### config.mk
export PLATFORM = sky130hd
export DESIGN_NAME = countdown_timer_flat
export DESIGN_NICKNAME = d
export VERILOG_FILES = /design/src/rtl/countdown_timer_if.sv /design/src/rtl/countdown_timer.sv /design/src/flat_wrapper.sv
export SDC_FILE = /design/constraint.sdc
export NUM_CORES = 1
export LEC_CHECK = 0
export BUFFER_PORTS_ARGS = -buffer_cell sky130_fd_sc_hd__clkbuf_2
export CORE_AREA = 4 4 86 88
export CTS_CLUSTER_DIAMETER = 200
export DETAILED_ROUTE_END_ITERATION = 10
export DIE_AREA = 0 0 90 92
export GPL_TIMING_DRIVEN = 0
export PLACE_DENSITY = 0.82
export REMOVE_ABC_BUFFERS = 1
export SKIP_LAST_GASP = 1
export SLEW_MARGIN = 20
export SYNTH_ARGS = -nofsm -noshare
export SYNTH_HDL_FRONTEND = slang
export SYNTH_SLANG_ARGS = --single-unit
### constraint.sdc
create_clock -name clock -period 5.1 [get_ports clock]
set_clock_uncertainty 0.15 [all_clocks]
set_input_delay 0.255 -clock clock [delete_from_list [all_inputs] [get_ports clock]]
set_output_delay 0.255 -clock clock [all_outputs]
set_load 0.05 [all_outputs]
### src/rtl/countdown_timer_if.sv
// Control/status bundle for countdown_timer; master drives load and control, slave is the timer.
// Flow control is the load_valid/load_ready pair; everything else is level or pulse signalling.
interface countdown_timer_if #(
    parameter int WIDTH = 32
);
    logic             load_valid;
    logic             load_ready;
    logic [WIDTH-1:0] load_value;
    logic             auto_reload;
    logic             start;
    logic             pause;
    logic             stop;
    logic             clear_done;
    logic [WIDTH-1:0] count;
    logic             busy;
    logic             expired;
    logic             done;

    modport master (
        output load_valid, load_value, auto_reload, start, pause, stop, clear_done,
        input  load_ready, count, busy, expired, done
    );

    modport slave (
        input  load_valid, load_value, auto_reload, start, pause, stop, clear_done,
        output load_ready, count, busy, expired, done
    );
endinterface

### src/rtl/countdown_timer.sv
// Loadable down-counter timer with one-shot/auto-reload modes and a tick prescaler; expiry is N*PRESCALE
// cycles after RUN entry. Loads are refused (load_ready=0) only while running.
module countdown_timer #(
    parameter int WIDTH    = 32,
    parameter int PRESCALE = 1
) (
    input  logic              clock,
    input  logic              reset,
    countdown_timer_if.slave  tif
);
    localparam int            PW      = (PRESCALE > 1) ? $clog2(PRESCALE) : 1;
    localparam logic [PW-1:0] PRE_MAX = PW'(PRESCALE - 1);

    typedef enum logic [1:0] {IDLE, RUN, PAUSED} state_t;

    state_t           state_q, state_d;
    logic [WIDTH-1:0] count_q, count_d;
    logic [WIDTH-1:0] reload_q, reload_d;
    logic [PW-1:0]    presc_q, presc_d;
    logic             busy_q, busy_d;
    logic             expired_q, expired_d;
    logic             done_q, done_d;
    logic             load_acc;
    logic             tick;
    logic             last;

    always_ff @(posedge clock) begin
        if (reset) begin
            state_q   <= IDLE;
            count_q   <= '0;
            reload_q  <= '0;
            presc_q   <= '0;
            busy_q    <= 1'b0;
            expired_q <= 1'b0;
            done_q    <= 1'b0;
        end else begin
            state_q   <= state_d;
            count_q   <= count_d;
            reload_q  <= reload_d;
            presc_q   <= presc_d;
            busy_q    <= busy_d;
            expired_q <= expired_d;
            done_q    <= done_d;
        end
    end

    always_comb begin
        state_d   = state_q;
        count_d   = count_q;
        reload_d  = reload_q;
        presc_d   = presc_q;
        expired_d = 1'b0;
        load_acc  = tif.load_valid && (state_q != RUN);
        tick      = (state_q == RUN) && (presc_q == PRE_MAX);
        // A zero count can only reach RUN by a load while paused; treat it as terminal too.
        last      = (count_q <= WIDTH'(1));

        if (load_acc) begin
            count_d  = tif.load_value;
            reload_d = tif.load_value;
        end

        case (state_q)
            IDLE: begin
                if (tif.stop) begin
                    presc_d = '0;
                end else if (tif.start && (count_q != '0)) begin
                    state_d = RUN;
                    presc_d = '0;
                end
            end
            RUN: begin
                if (tif.stop) begin
                    state_d = IDLE;
                    presc_d = '0;
                end else if (tif.pause) begin
                    state_d = PAUSED;
                end else begin
                    presc_d = tick ? '0 : presc_q + PW'(1);
                    if (tick) begin
                        if (last) begin
                            expired_d = 1'b1;
                            if (tif.auto_reload) begin
                                count_d = reload_q;
                            end else begin
                                count_d = '0;
                                state_d = IDLE;
                            end
                        end else begin
                            count_d = count_q - WIDTH'(1);
                        end
                    end
                end
            end
            PAUSED: begin
                if (tif.stop) begin
                    state_d = IDLE;
                    presc_d = '0;
                end else if (!tif.pause && tif.start) begin
                    state_d = RUN;
                end
            end
            default: begin
                state_d = IDLE;
            end
        endcase

        busy_d = (state_d == RUN);
        done_d = expired_d || (done_q && !tif.clear_done);
    end

    assign tif.load_ready = (state_q != RUN);
    assign tif.count      = count_q;
    assign tif.busy       = busy_q;
    assign tif.expired    = expired_q;
    assign tif.done       = done_q;
endmodule

### src/flat_wrapper.sv
// flat-port wrapper written by rule: the top's interface ports become plain ports
module countdown_timer_flat 
#(
    parameter int WIDTH    = 32,
    parameter int PRESCALE = 1
)
  (clock, reset, tif_load_valid, tif_load_value, tif_auto_reload, tif_start, tif_pause, tif_stop, tif_clear_done, tif_load_ready, tif_count, tif_busy, tif_expired, tif_done);
  countdown_timer_if #(.WIDTH(WIDTH)) tif_i ();
  input  logic clock;
  input  logic reset;
  input wire logic [$bits(tif_i.load_valid)-1:0] tif_load_valid;
  input wire logic [$bits(tif_i.load_value)-1:0] tif_load_value;
  input wire logic [$bits(tif_i.auto_reload)-1:0] tif_auto_reload;
  input wire logic [$bits(tif_i.start)-1:0] tif_start;
  input wire logic [$bits(tif_i.pause)-1:0] tif_pause;
  input wire logic [$bits(tif_i.stop)-1:0] tif_stop;
  input wire logic [$bits(tif_i.clear_done)-1:0] tif_clear_done;
  output wire logic [$bits(tif_i.load_ready)-1:0] tif_load_ready;
  output wire logic [$bits(tif_i.count)-1:0] tif_count;
  output wire logic [$bits(tif_i.busy)-1:0] tif_busy;
  output wire logic [$bits(tif_i.expired)-1:0] tif_expired;
  output wire logic [$bits(tif_i.done)-1:0] tif_done;
  assign tif_i.load_valid = tif_load_valid;
  assign tif_i.load_value = tif_load_value;
  assign tif_i.auto_reload = tif_auto_reload;
  assign tif_i.start = tif_start;
  assign tif_i.pause = tif_pause;
  assign tif_i.stop = tif_stop;
  assign tif_i.clear_done = tif_clear_done;
  assign tif_load_ready = tif_i.load_ready;
  assign tif_count = tif_i.count;
  assign tif_busy = tif_i.busy;
  assign tif_expired = tif_i.expired;
  assign tif_done = tif_i.done;
  countdown_timer #(.WIDTH(WIDTH), .PRESCALE(PRESCALE)) u_core (.clock(clock), .reset(reset), .tif(tif_i));
endmodule
==> results by stage <==
Status:
- The flow ran to the end, and the final reports show no timing, DRC or antenna violations.

Yosys:
- After synthesis the cells add up to 3780 um^2.
- In this run, synthesis inferred 0 flip-flops with an integrated enable.
- The fraction of registers with async set or reset after synthesis is 0%.
- By area the synthesized netlist is led by sky130_fd_sc_hd__dfxtp_1 37%, sky130_fd_sc_hd__nand2_1 11%, sky130_fd_sc_hd__a21oi_1 7.3%, sky130_fd_sc_hd__a31oi_1 3.3%, sky130_fd_sc_hd__a31o_2 2.5%.
- Summed over all instances, the cell type with the most area after synthesis is sky130_fd_sc_hd__dfxtp_1.
- Averaged over all synthesized cells, the footprint is about 8 um^2.
- The gate count of the mapped netlist is approximately 480.
- The warning count from the yosys run is 0.
- Of the post-synthesis cell area, the dominant cell type holds 37.0%.
- The number of distinct library cell variants in the gate-level netlist after synthesis is 58.
- Of the synthesized area, sequential elements account for 37.0%.
- The total of flip-flops plus latches after synthesis is 70.
- For this run, the leading register cell type out of synthesis is sky130_fd_sc_hd__dfxtp_1.

Setup path:
- The critical path is of the flop to flop type.
- Of all nets on the critical path, the largest fanout is 25.
- The kind of capture point of the worst setup path is a flop.
- Measured in cells, the most critical reg-to-reg path has a length of 7.
- For the worst setup path, the data required time is 5.18 ns.
- The family with the most delay on the worst path is simple AND/OR/NAND/NOR gates.
- The critical path runs through a total of 7 cells.
- The critical path's largest stage delay is 0.76 ns.
- The critical path buffer and inverter count is 1.
- Traced cell by cell, the critical path runs through inv_1 > ha_1 > nor2_1 > nor4b_4 > nand3_1 > and4_1 > o31a_1.
- The slowest stage of the critical path belongs to the cell sky130_fd_sc_hd__nand3_1.
- The sort of element at the start of the critical path is a flop.
- For the worst setup path, the data arrival time is roughly 3.2 ns.

STA:
- The setup violation total in the final timing report is 0.
- The max-slew violation count is 0.
- The relative slew slack is between 30% and 40%.
- The share of the cycle needed by the critical path after routing is 60.9%.
- Hold timing on the final database bottoms out at a slack of 0.0100 ns.
- For the pin with the worst max-slew slack, the measured transition is 1.00 ns.
- Counting I/O delays and the setup requirement, the final critical path takes just over 3 ns.
- The aggregate negative setup slack is 0 ns.
- Static timing analysis puts the maximum clock frequency at between 300 and 400 MHz.
- The hold violation count in the final report came to 0.
- Setup repair after global routing left no endpoint under its margin.

Drt:
- Once detail routing completed, the nets flagged for antenna violations numbered 0.
- After detailed routing, the number of remaining DRC violations is 0.
- The detailed router finished its first iteration with between 300 and 400 violations.
- The length of the first detailed-routing pass in iterations is 5.
- The via count of the routed design is 3871.
- The final layout contains routed wiring with a total length of between 10 and 15 mm.
- The average via count per standard cell is 6.22.
- After detailed routing, the average wire length per cell comes to 16.3 um.

Power:
- The power density over the cells is 317 nW/um^2.
- The design draws 1.39 mW.
- The analysis attributes to cell leakage a power of approximately 1.8 nW.
- VDD sags by at most 203 uV.

GRT:
- The total global routing overflow is 0.
- The wire length of the first global-routing pass is 17.0 mm.
- Entering global routing, the biggest net connects 60 pins.
- Global routing used 24.7% of the available tracks across all layers.
- The number of global-route vias before repair is between 3000 and 4000.
- The number of antenna violations at the first check in global routing came to 0.

Finish:
- The net count of the finished layout is just under 600.
- The multi-input combinational cells in the finished layout cover a total of 2190 um^2.
- The filler cell count in the final layout is between 500 and 600.
- Summing all flip-flop and latch instances after layout gives about 1400 um^2.
- In the final layout, the share of cells above drive strength 1 is 22.3%.
- The area growth from synthesis to layout is 15.6%.
- 0 antenna diodes ended up in the layout.
- The design area is roughly 4400 um^2.
- The fraction of the core area covered by cells at the end of the flow is 65.9%.

Run:
- The max capacitance violation total is 0.

Die:
- The area of the die is 8280 um^2.
- The top-level I/O count is 76.
- The area of the core region is 6640 um^2.
- The initial cell density of the core is 57.0%.
- The floorplan has 30 rows.
- The die is 90 um wide.
- The height of the chip is 92 um.

Clock network:
- Clock tree synthesis selected as its root buffer the cell sky130_fd_sc_hd__clkbuf_8.
- The post-CTS setup buffer count is 0.
- In this run, CTS created clock tree buffers numbering 9.
- For the worst-skew pair, the clock arrives at the later sink with an insertion delay of approximately 0.35 ns.
- The maximum root-to-sink buffer count is 2.
- The H-tree generated during clock tree synthesis spans 3 levels.
- The clock sink count is 70.
- The CTS tree is done.
- The clock edge transition at the registers on the reported setup and hold paths is 0.07 ns.
- The post-cts resize count is 0.

Place:
- The HPWL after detailed placement is 6.57 mm.
- The placed instance area is 4120 um^2.
- The routability congestion estimate from global placement is roughly 0.8.
- The number of buffers inserted by port buffering is 75.

Worst hold path:
- The hold-critical path depth is 3.
- The worst hold path belongs to the class input pin to flop.
[per-layer routing]
layer	GRT usage, %	part of all wire (%)	vias up
met5	0	0	-
li1	-	-	1863
met2	42.7	49	157
met4	6.89	0.75	0
met1	30.3	43	1843
met3	6.48	6.7	8
[area by class of cell]
| type | count | area share (%) |
|---|---|---|
| Tap cell | 80 | 2.29 |
| Clock inverter | 1 | 0.686 |
| Clock buffer | 14 | 3.49 |
| Inverter | 5 | 0.429 |
| Multi-Input combinational cell | 367 | 50.2 |
| Sequential cell | 70 | 32.0 |
| Timing Repair Buffer | 85 | 10.9 |
[worst register-to-register path, stage by stage (launching register included)]
cell and delay, ns:
sky130_fd_sc_hd__dfxtp_1 0.36, sky130_fd_sc_hd__inv_1 0.13, sky130_fd_sc_hd__ha_1 0.37, sky130_fd_sc_hd__nor2_1 0.14, sky130_fd_sc_hd__nor4b_4 0.31, sky130_fd_sc_hd__nand3_1 0.76, sky130_fd_sc_hd__and4_1 0.50, sky130_fd_sc_hd__o31a_1 0.27
[cells in the final DEF (no fill, tap or decap), types with 10 or more instances in the layout]
master,n
sky130_fd_sc_hd__a31oi_1,20
sky130_fd_sc_hd__nor2_1,16
sky130_fd_sc_hd__xnor2_1,11
sky130_fd_sc_hd__clkbuf_2,74
sky130_fd_sc_hd__nor3_1,13
sky130_fd_sc_hd__dfxtp_1,70
sky130_fd_sc_hd__a31o_2,11
sky130_fd_sc_hd__a21oi_1,55
sky130_fd_sc_hd__clkbuf_8,10
sky130_fd_sc_hd__nand2_1,107
sky130_fd_sc_hd__nand3_1,19
sky130_fd_sc_hd__o21ai_0,11
[cell usage after synthesis (all sizes together), types with 2 or more instances]
cell	count
and2	2
nor4	11
xnor2	11
a221o	9
dfxtp	70
nand4	3
o21ai	11
nor4b	2
a21boi	6
ha	3
or3	5
a31o	11
clkbuf	25
a21oi	55
or2	3
or4	3
buf	11
o311a	5
a221oi	5
nor2	17
and3	7
nand4b	2
o21a	2
a211oi	3
nand2	108
and4	2
nor3	13
nand2b	2
o31a	4
inv	5
xor2	7
o211ai	2
nand3b	2
nand3	19
a31oi	20
[report_power, final]
group | internal (mW) | switching (mW) | total (mW)
Combinational | 0.116 | 0.217 | 0.333
Clock | 0.238 | 0.198 | 0.436
Sequential | 0.580 | 0.0384 | 0.619
[final timing paths]
path	start	end	slack, ns
min reg2reg	u_core.reload_q[1]$_SDFFE_PP0P_	u_core.reload_q[1]$_SDFFE_PP0P_	0.30
max	u_core.tif.count[1]$_SDFF_PP0_	u_core.tif.count[27]$_SDFF_PP0_	2.00
max reg2reg	u_core.tif.count[1]$_SDFF_PP0_	u_core.tif.count[27]$_SDFF_PP0_	2.00
min	tif_load_value[31]	u_core.reload_q[31]$_SDFFE_PP0P_	0.01
[logic make-up (layout without fill, tap and decap cells)]
kind of cell / Yosys count / after routing / synth area share, %
AOI/OAI and AO/OA: 141 / 141 / 25.7
xor gates and xnor gates: 18 / 18 / 4.17
muxes: 1 / 1 / 0.264
adders and majority gates: 3 / 3 / 0.992
DFF: 70 / 70 / 37.0
buffers and inverters: 41 / 105 / 5.32
and+or+nand+nor: 204 / 204 / 26.5
[flip-flops by register name (all words and copies together), names as in the netlist]
signal              cells
u_core.tif.expired      1
u_core.presc_q          1
u_core.tif.done         1
u_core.tif.busy         1
u_core.reload_q        32
u_core.tif.count       32
u_core.state_q          2
[per-stage QoR]
| stage | std cells | worst slack, ns |
|---|---|---|
| 2_1_floorplan | 442 | 1.69 |
| 3_3_place_gp | 597 | 0.388 |
| 3_5_place_dp | 600 | 2.04 |
| 4_1_cts | 622 | 2.03 |
| 5_1_grt | 622 | 1.76 |
| 6_report | 622 | 2.00 |
[what timing repair did]
action,CTS,global route
hold endpoints to repair,7,0
hold buffers,7,0
setup endpoints to repair,0,0
Note: power is estimated with default switching activity, not from simulation.
